[src/rtl/vga_pkg.sv]
// -----------------------------------------------------------------------------
// vga_pkg
// Shared timing constants, sync window bounds and types for the 640x480@60 Hz
// VGA timing generator and its helpers.
// -----------------------------------------------------------------------------
package vga_pkg;

    // 640x480@60 Hz timing, in pixel ticks (horizontal) and lines (vertical)
    localparam int H_ACTIVE  = 640;
    localparam int H_FP      = 16;
    localparam int H_SYNC    = 96;
    localparam int H_BP      = 48;
    localparam int H_TOTAL   = H_ACTIVE + H_FP + H_SYNC + H_BP;

    localparam int V_ACTIVE  = 480;
    localparam int V_FP      = 10;
    localparam int V_SYNC    = 2;
    localparam int V_BP      = 33;
    localparam int V_TOTAL   = V_ACTIVE + V_FP + V_SYNC + V_BP;

    // Sync pulses are low over the half-open windows [START, END)
    localparam int H_SYNC_START = H_ACTIVE + H_FP;
    localparam int H_SYNC_END   = H_SYNC_START + H_SYNC;
    localparam int V_SYNC_START = V_ACTIVE + V_FP;
    localparam int V_SYNC_END   = V_SYNC_START + V_SYNC;

    // 640x480 -> 160x120 scale, and converter latency in pixel ticks (1..4)
    localparam int PIX_SHIFT = 2;
    localparam int COLOR_LAT = 2;

    // Width of the h/v counters
    localparam int CNT_W     = 10;

    typedef struct packed {
        logic [7:0] r;
        logic [7:0] g;
        logic [7:0] b;
    } rgb_t;

    typedef struct packed {
        logic [7:0] x;
        logic [6:0] y;
    } pix_coord_t;

    // Eight vertical colour bars: each bar index bit drives one full channel
    function automatic rgb_t bar_colour(input logic [2:0] bar);
        rgb_t c;
        c.r = {8{bar[2]}};
        c.g = {8{bar[1]}};
        c.b = {8{bar[0]}};
        return c;
    endfunction

endpackage

[src/rtl/vga_delay_line.sv]
// -----------------------------------------------------------------------------
// vga_delay_line
// Enable-gated shift register used to align sync/blank with the converter's
// colour latency. All stages reset to RESET_VAL.
//   clk, rst_n : clock, asynchronous active-low reset
//   en         : shift enable (one pixel tick)
//   din        : value entering stage 0
//   dout       : value leaving the last stage (DEPTH ticks old)
// -----------------------------------------------------------------------------
module vga_delay_line #(
    parameter int                WIDTH     = 1,
    parameter int                DEPTH     = 2,
    parameter logic [WIDTH-1:0]  RESET_VAL = '0
) (
    input  logic             clk,
    input  logic             rst_n,
    input  logic             en,
    input  logic [WIDTH-1:0] din,
    output logic [WIDTH-1:0] dout
);

    logic [DEPTH-1:0][WIDTH-1:0] stage_r;

    // Shift one stage per enabled cycle
    always_ff @(posedge clk or negedge rst_n) begin
        if (!rst_n) begin
            for (int i = 0; i < DEPTH; i++) begin
                stage_r[i] <= RESET_VAL;
            end
        end else if (en) begin
            stage_r[0] <= din;
            for (int i = 1; i < DEPTH; i++) begin
                stage_r[i] <= stage_r[i-1];
            end
        end
    end

    assign dout = stage_r[DEPTH-1];

endmodule

[src/rtl/vga_timing_gen.sv]
// -----------------------------------------------------------------------------
// vga_timing_gen
// 640x480@60 Hz VGA timing from CLOCK_50 (one pixel tick every other cycle).
// Publishes a 160x120 coordinate with a one-cycle request to the board-to-pixel
// converter, takes its colour CFG_COLOR_LAT ticks later, and drives the DAC with
// sync and blank delayed by the same amount.
//   CLOCK_50, KEY     : 50 MHz clock, asynchronous active-low reset
//   pix_x, pix_y      : scaled coordinate (held outside the visible area)
//   pix_req           : one-cycle pulse per visible pixel tick
//   pix_colour        : {R,G,B} answer from the converter
//   frame_start       : one-cycle pulse on the tick at h=0, v=0 (not delayed)
//   VGA_*             : DAC colour, syncs, blank, sync-on-green (held 0), clock
// Build option: define VGA_TEST_PATTERN_EN to ignore pix_colour and show eight
// colour bars derived from the delayed pix_x[7:5].
// -----------------------------------------------------------------------------
module vga_timing_gen
    import vga_pkg::*;
#(
    parameter int CFG_H_ACTIVE  = H_ACTIVE,
    parameter int CFG_H_FP      = H_FP,
    parameter int CFG_H_SYNC    = H_SYNC,
    parameter int CFG_H_BP      = H_BP,
    parameter int CFG_V_ACTIVE  = V_ACTIVE,
    parameter int CFG_V_FP      = V_FP,
    parameter int CFG_V_SYNC    = V_SYNC,
    parameter int CFG_V_BP      = V_BP,
    parameter int CFG_PIX_SHIFT = PIX_SHIFT,
    parameter int CFG_COLOR_LAT = COLOR_LAT
) (
    input  logic        CLOCK_50,
    input  logic        KEY,
    output logic [7:0]  pix_x,
    output logic [6:0]  pix_y,
    output logic        pix_req,
    input  logic [23:0] pix_colour,
    output logic        frame_start,
    output logic [7:0]  VGA_R,
    output logic [7:0]  VGA_G,
    output logic [7:0]  VGA_B,
    output logic        VGA_HS,
    output logic        VGA_VS,
    output logic        VGA_BLANK_N,
    output logic        VGA_SYNC_N,
    output logic        VGA_CLK
);

    localparam int H_TOT = CFG_H_ACTIVE + CFG_H_FP + CFG_H_SYNC + CFG_H_BP;
    localparam int V_TOT = CFG_V_ACTIVE + CFG_V_FP + CFG_V_SYNC + CFG_V_BP;

    localparam logic [CNT_W-1:0] H_LAST_C   = CNT_W'(H_TOT - 1);
    localparam logic [CNT_W-1:0] V_LAST_C   = CNT_W'(V_TOT - 1);
    localparam logic [CNT_W-1:0] H_ACT_C    = CNT_W'(CFG_H_ACTIVE);
    localparam logic [CNT_W-1:0] V_ACT_C    = CNT_W'(CFG_V_ACTIVE);
    localparam logic [CNT_W-1:0] HS_START_C = CNT_W'(CFG_H_ACTIVE + CFG_H_FP);
    localparam logic [CNT_W-1:0] HS_END_C   = CNT_W'(CFG_H_ACTIVE + CFG_H_FP + CFG_H_SYNC);
    localparam logic [CNT_W-1:0] VS_START_C = CNT_W'(CFG_V_ACTIVE + CFG_V_FP);
    localparam logic [CNT_W-1:0] VS_END_C   = CNT_W'(CFG_V_ACTIVE + CFG_V_FP + CFG_V_SYNC);

    // Delay-line payload: {[bar index,] hs, vs, active}; idle value is syncs high, blank
`ifdef VGA_TEST_PATTERN_EN
    localparam int               DLY_W   = 6;
    localparam logic [DLY_W-1:0] DLY_RST = 6'b000_1_1_0;
`else
    localparam int               DLY_W   = 3;
    localparam logic [DLY_W-1:0] DLY_RST = 3'b1_1_0;
`endif

    logic             rst_n_s;
    logic             pix_en_r;
    logic             vga_clk_r;
    logic [CNT_W-1:0] h_cnt_r;
    logic [CNT_W-1:0] v_cnt_r;
    logic             active_s;
    logic             hs_raw_s;
    logic             vs_raw_s;
    pix_coord_t       coord_s;
    pix_coord_t       coord_r;
    logic             pix_req_r;
    logic             frame_start_r;
    logic [DLY_W-1:0] dly_in_s;
    logic [DLY_W-1:0] dly_out_s;
    logic             dly_active_s;
    logic             dly_hs_s;
    logic             dly_vs_s;
    rgb_t             colour_s;
    rgb_t             rgb_r;
    logic             hs_r;
    logic             vs_r;
    logic             blank_n_r;

    assign rst_n_s = KEY;

    // Pixel tick enable and the registered 25 MHz DAC clock (high the cycle after a tick)
    always_ff @(posedge CLOCK_50 or negedge rst_n_s) begin
        if (!rst_n_s) begin
            pix_en_r  <= 1'b0;
            vga_clk_r <= 1'b0;
        end else begin
            pix_en_r  <= ~pix_en_r;
            vga_clk_r <= pix_en_r;
        end
    end

    // Horizontal and vertical position counters, advancing once per pixel tick
    always_ff @(posedge CLOCK_50 or negedge rst_n_s) begin
        if (!rst_n_s) begin
            h_cnt_r <= '0;
            v_cnt_r <= '0;
        end else if (pix_en_r) begin
            if (h_cnt_r == H_LAST_C) begin
                h_cnt_r <= '0;
                if (v_cnt_r == V_LAST_C) begin
                    v_cnt_r <= '0;
                end else begin
                    v_cnt_r <= v_cnt_r + 10'd1;
                end
            end else begin
                h_cnt_r <= h_cnt_r + 10'd1;
            end
        end
    end

    // Decode visible area, sync windows and the truncated 160x120 coordinate
    always_comb begin
        active_s  = (h_cnt_r < H_ACT_C) && (v_cnt_r < V_ACT_C);
        hs_raw_s  = !((h_cnt_r >= HS_START_C) && (h_cnt_r < HS_END_C));
        vs_raw_s  = !((v_cnt_r >= VS_START_C) && (v_cnt_r < VS_END_C));
        coord_s.x = 8'(h_cnt_r >> CFG_PIX_SHIFT);
        coord_s.y = 7'(v_cnt_r >> CFG_PIX_SHIFT);
    end

    // Request stage: coordinate only updates on visible ticks, pulses last one cycle
    always_ff @(posedge CLOCK_50 or negedge rst_n_s) begin
        if (!rst_n_s) begin
            pix_req_r     <= 1'b0;
            frame_start_r <= 1'b0;
            coord_r       <= '0;
        end else begin
            pix_req_r     <= active_s && pix_en_r;
            frame_start_r <= pix_en_r && (h_cnt_r == 10'd0) && (v_cnt_r == 10'd0);
            if (pix_en_r && active_s) begin
                coord_r <= coord_s;
            end
        end
    end

`ifdef VGA_TEST_PATTERN_EN
    logic [2:0] dly_bar_s;
    assign dly_in_s = {coord_s.x[7:5], hs_raw_s, vs_raw_s, active_s};
    assign {dly_bar_s, dly_hs_s, dly_vs_s, dly_active_s} = dly_out_s;
`else
    assign dly_in_s = {hs_raw_s, vs_raw_s, active_s};
    assign {dly_hs_s, dly_vs_s, dly_active_s} = dly_out_s;
`endif

    vga_delay_line #(
        .WIDTH     (DLY_W),
        .DEPTH     (CFG_COLOR_LAT),
        .RESET_VAL (DLY_RST)
    ) u_align (
        .clk   (CLOCK_50),
        .rst_n (rst_n_s),
        .en    (pix_en_r),
        .din   (dly_in_s),
        .dout  (dly_out_s)
    );

    // Select the colour source feeding the DAC stage
    always_comb begin
        colour_s = '0;
`ifdef VGA_TEST_PATTERN_EN
        colour_s = bar_colour(dly_bar_s);
`else
        colour_s = rgb_t'(pix_colour);
`endif
    end

    // DAC stage: capture colour on visible delayed ticks, force black while blanked
    always_ff @(posedge CLOCK_50 or negedge rst_n_s) begin
        if (!rst_n_s) begin
            rgb_r     <= '0;
            hs_r      <= 1'b1;
            vs_r      <= 1'b1;
            blank_n_r <= 1'b0;
        end else if (pix_en_r) begin
            hs_r      <= dly_hs_s;
            vs_r      <= dly_vs_s;
            blank_n_r <= dly_active_s;
            rgb_r     <= dly_active_s ? colour_s : rgb_t'(24'h000000);
        end
    end

    assign pix_x       = coord_r.x;
    assign pix_y       = coord_r.y;
    assign pix_req     = pix_req_r;
    assign frame_start = frame_start_r;
    assign VGA_R       = rgb_r.r;
    assign VGA_G       = rgb_r.g;
    assign VGA_B       = rgb_r.b;
    assign VGA_HS      = hs_r;
    assign VGA_VS      = vs_r;
    assign VGA_BLANK_N = blank_n_r;
    assign VGA_SYNC_N  = 1'b0;
    assign VGA_CLK     = vga_clk_r;

endmodule

[config.mk]
export PLATFORM = sky130hd
export DESIGN_NAME = vga_timing_gen
export DESIGN_NICKNAME = d
export VERILOG_FILES = /design/src/rtl/vga_pkg.sv /design/src/rtl/vga_delay_line.sv /design/src/rtl/vga_timing_gen.sv
export SDC_FILE = /design/constraint.sdc
export NUM_CORES = 1
export LEC_CHECK = 0
export CAP_MARGIN = 30
export CORE_ASPECT_RATIO = 0.5
export CORE_MARGIN = 3
export CORE_UTILIZATION = 51
export DETAILED_ROUTE_END_ITERATION = 8
export GPL_TIMING_DRIVEN = 0
export PLACE_DENSITY_LB_ADDON = 0.3
export REMOVE_ABC_BUFFERS = 1
export SYNTH_ARGS = -nofsm -noshare
export SYNTH_HDL_FRONTEND = slang
export SYNTH_SLANG_ARGS = --single-unit
[constraint.sdc]
create_clock -name CLOCK_50 -period 4.62 [get_ports CLOCK_50]
set_clock_uncertainty 0.1 [all_clocks]
set_input_delay 1.386 -clock CLOCK_50 [delete_from_list [all_inputs] [get_ports CLOCK_50]]
set_output_delay 1.386 -clock CLOCK_50 [all_outputs]
set_load 0.01 [all_outputs]
==> results.md <==
- Initial core utilization: 55.4%
- Post-CTS setup buffers: 0
- Cell Area, Placed: 3910 sq um
- Row count: 19
- Leading area contributor after synthesis: dfrtp_1
- Core area: 5750 sq um
- Largest net degree at the start of global routing: 73
- Initial antenna violation count: 0
- Pwr dens: 324 nW/um^2
- Area contributors post-synth: dfrtp_1, mux2_2, nand3_1, o21ai_0, dfstp_2
- Layout area overhead: 31.7%
- # fillers: 391
- Fmax: 349 MHz
- Final weighted congestion in routability-driven placement: 0.800
- Final hold viol count: 0
- EDFF count, synth: 0
- CTS tree: yes
- Simple-gate share of the synthesized area: 16.7%
- Reg2reg end: v_cnt_r[6]
- Multi-input combinational cell area: 1150 sq um
- Fin area: 4200 sq um
- GRT overflow: 0
- RSZ-0062 raised after global routing: no
- Nets: 387
- Die area: 7290 sq um
- Max cap viols: 0
- Crit path DAT: 1380 ps
- Final setup vio count: 0
- CTS Root Cell: clkbuf_16
- Mapped cell area: 3190 sq um
- TritonCTS buffer count: 9
- DRC Markers: 0
- Clock Tree Buf Depth: 2
- Setup crit end kind: output port
- H-tree level count: 3
- 1st-pass router iterations: 4
- Count leader, synth: dfrtp_1
- Top cell type's share of synthesized area: 51.8%
- Syn Inst Count: 295
- Lkg Pwr: 1.91 nW
- Fin. max-slew vios: 0
- Vias in the first global route: 2,330
- Core Util, Final: 72.9%
- Post-synthesis sequential area ratio: 56.8%
- Worst reg-to-reg setup slack: 2710 ps
- CTS Sinks: 72
- Vias: 2,335
- Dpl ws: 2090 ps
- # resized after CTS: 0
- Worst r2r src: pix_en_r
- Syn Area/Cell: 10.8 sq um
- Synth Area in Compound Gates: 7.50%
- Startpoint types: register
- Layout cell share with drive strength beyond 1: 14.1%
- Actual slew at the worst max-slew pin: 871 ps
- Required @ worst endpoint: 3130 ps
- FF/Latch Area: 1810 sq um
- Drt wl/cell: 14.3 um
- Vias/cell: 5.24
- Crit-path max cell delay: 530 ps
- Worst VDD drop: 0.275 mV
- Asr flop ratio synth: 100%
- Worst Hold Class: register to register
- PortBufs: 70
- Die H: 61.9 um
- R2R depth: 4
- Setup Crit Path Kind: register to output port
- Hold-critical path depth: 1
- Worst-path fanout max: 2
- I/O pin total: 72
- Post-route ant nets: 0
- Overall power: 1.36 mW
- Gr usage total: 18.9%
- Hold Path Origin: pix_x[2]
- Die Span X: 118 um
- Ys flop type: dfrtp_1
- ANT cells: 0
- Synth warn: 0
- Combinational family with the most area after synthesis: simple AND/OR/NAND/NOR gates
- Worst Hold End: pix_x[2]
- Initial DRC count: 178
- Clk Latency, worst-skew pair: 320 ps
- Number of buffer and inverter stages on the critical path: 1
- Count of different cell masters after synthesis: 44
- Aggregate routed wire length: 6380 um
- Clk pin slew, worst setup/hold paths: 50 ps
- CP max-delay cell: clkdlybuf4s50_1
- Hold_buf cts: 0
- Adder-Cell Fraction of Synth Area: 1.57%
- Outcome: completed
- Slew headroom: 41.9%
- Crit path cell chain: clkdlybuf4s50_1
- Post-synth top cells: dfrtp_1, nand3_1, inv_1, o21ai_0, mux2_2
- Final Cycle Share: 62.0%
- XOR/XNOR Fraction of Synth Area: 2.20%
- Seq cells post-synth: 72
- Post-route setup slack: 1760 ps
- First-pass GRT wire length: 10,800 um
- Crit path time final: 2860 ps
- CP delay by family, top: buffers and inverters
- DP HPWL: 4340 um
- Multiplexer area fraction after synthesis: 8.05%
## worst max-delay path by stage
| stage | from | end | slack, ps | depth (start not counted) |
|---|---|---|---|---|
| after floorplan | pix_en_r | v_cnt_r[8] | 2070 | 4 |
| after global placement | KEY | VGA_G[3] | -160 | 1 |
| after detailed placement | VGA_VS | VGA_VS | 2090 | 1 |
| after CTS | VGA_VS | VGA_VS | 1740 | 1 |
| after global routing | VGA_VS | VGA_VS | 1720 | 1 |
| final | VGA_VS | VGA_VS | 1760 | 1 |
## stage by stage
step / setup TNS (ps) / hold WS, ps / std cells
global placement: -10300 / 375 / 429
CTS: 0 / 395 / 446
floorplan: 0 / 365 / 275
finish: 0 / 392 / 446
detailed placement: 0 / 382 / 430
global route: 0 / 418 / 446
## registers in the layout, indices dropped and copies added (netlist names)
signal           count
VGA_G                8
u_align.dout         3
pix_en_r             1
VGA_BLANK_N          1
VGA_CLK              1
VGA_B                8
u_align.stage_r      3
pix_y                7
VGA_HS               1
VGA_VS               1
pix_req              1
h_cnt_r             10
pix_x                8
VGA_R                8
v_cnt_r             10
frame_start          1
## placed cells by master, fill, tap and decap left out, drive strengths merged
cell,n
a21oi,5
a2bb2oi,1
and2,2
and3,6
buf,2
clkbuf,13
clkdlybuf4s50,69
clkinv,3
conb,1
dfrtp,66
dfstp,6
ha,4
inv,34
mux2,21
mux2i,2
nand2,11
nand2b,2
nand3,40
nand3b,3
nand4,3
nand4b,3
nor2,5
nor3,3
nor4,5
nor4b,1
o21ai,35
o22a,1
o22ai,1
o31ai,2
or2,1
or3,2
or4,1
xnor2,7
xor2,1
## cell type report
class / instances / area share [%]
well taps: 84 / 2.50
repair buffers: 71 / 17.1
clock buffers: 13 / 6.44
flip-flops and latches: 72 / 43.1
inverters: 34 / 3.04
multi-input cells: 169 / 27.4
clock inverters: 3 / 0.358
## cells by family (layout without fill, tap and decap cells)
| family | after synthesis | after routing |
|---|---|---|
| compound gates | 45 | 45 |
| xor+xnor | 8 | 8 |
| fa+ha+maj | 4 | 4 |
| buf+inv | 54 | 121 |
| flops | 72 | 72 |
| mux | 23 | 23 |
| other cells | 1 | 1 |
| simple gates | 88 | 88 |
## where the power goes
group | internal, mW | leakage (nW) | switching [mW] | total (mW)
clock network | 0.404 | 0.145 | 0.235 | 0.639
logic | 0.0422 | 0.873 | 0.0319 | 0.0741
registers | 0.642 | 0.891 | 0.00597 | 0.648
## layer usage
layer | vias to the layer above | part of all wire (%) | GRT usage, %
li1 | 1129 | - | -
met1 | 1124 | 45 | 22.0
met2 | 71 | 48 | 32.5
met3 | 11 | 5.9 | 7.23
met4 | 0 | 1.6 | 8.33
met5 | - | 0 | 0
(Power assumes the default switching activity.)
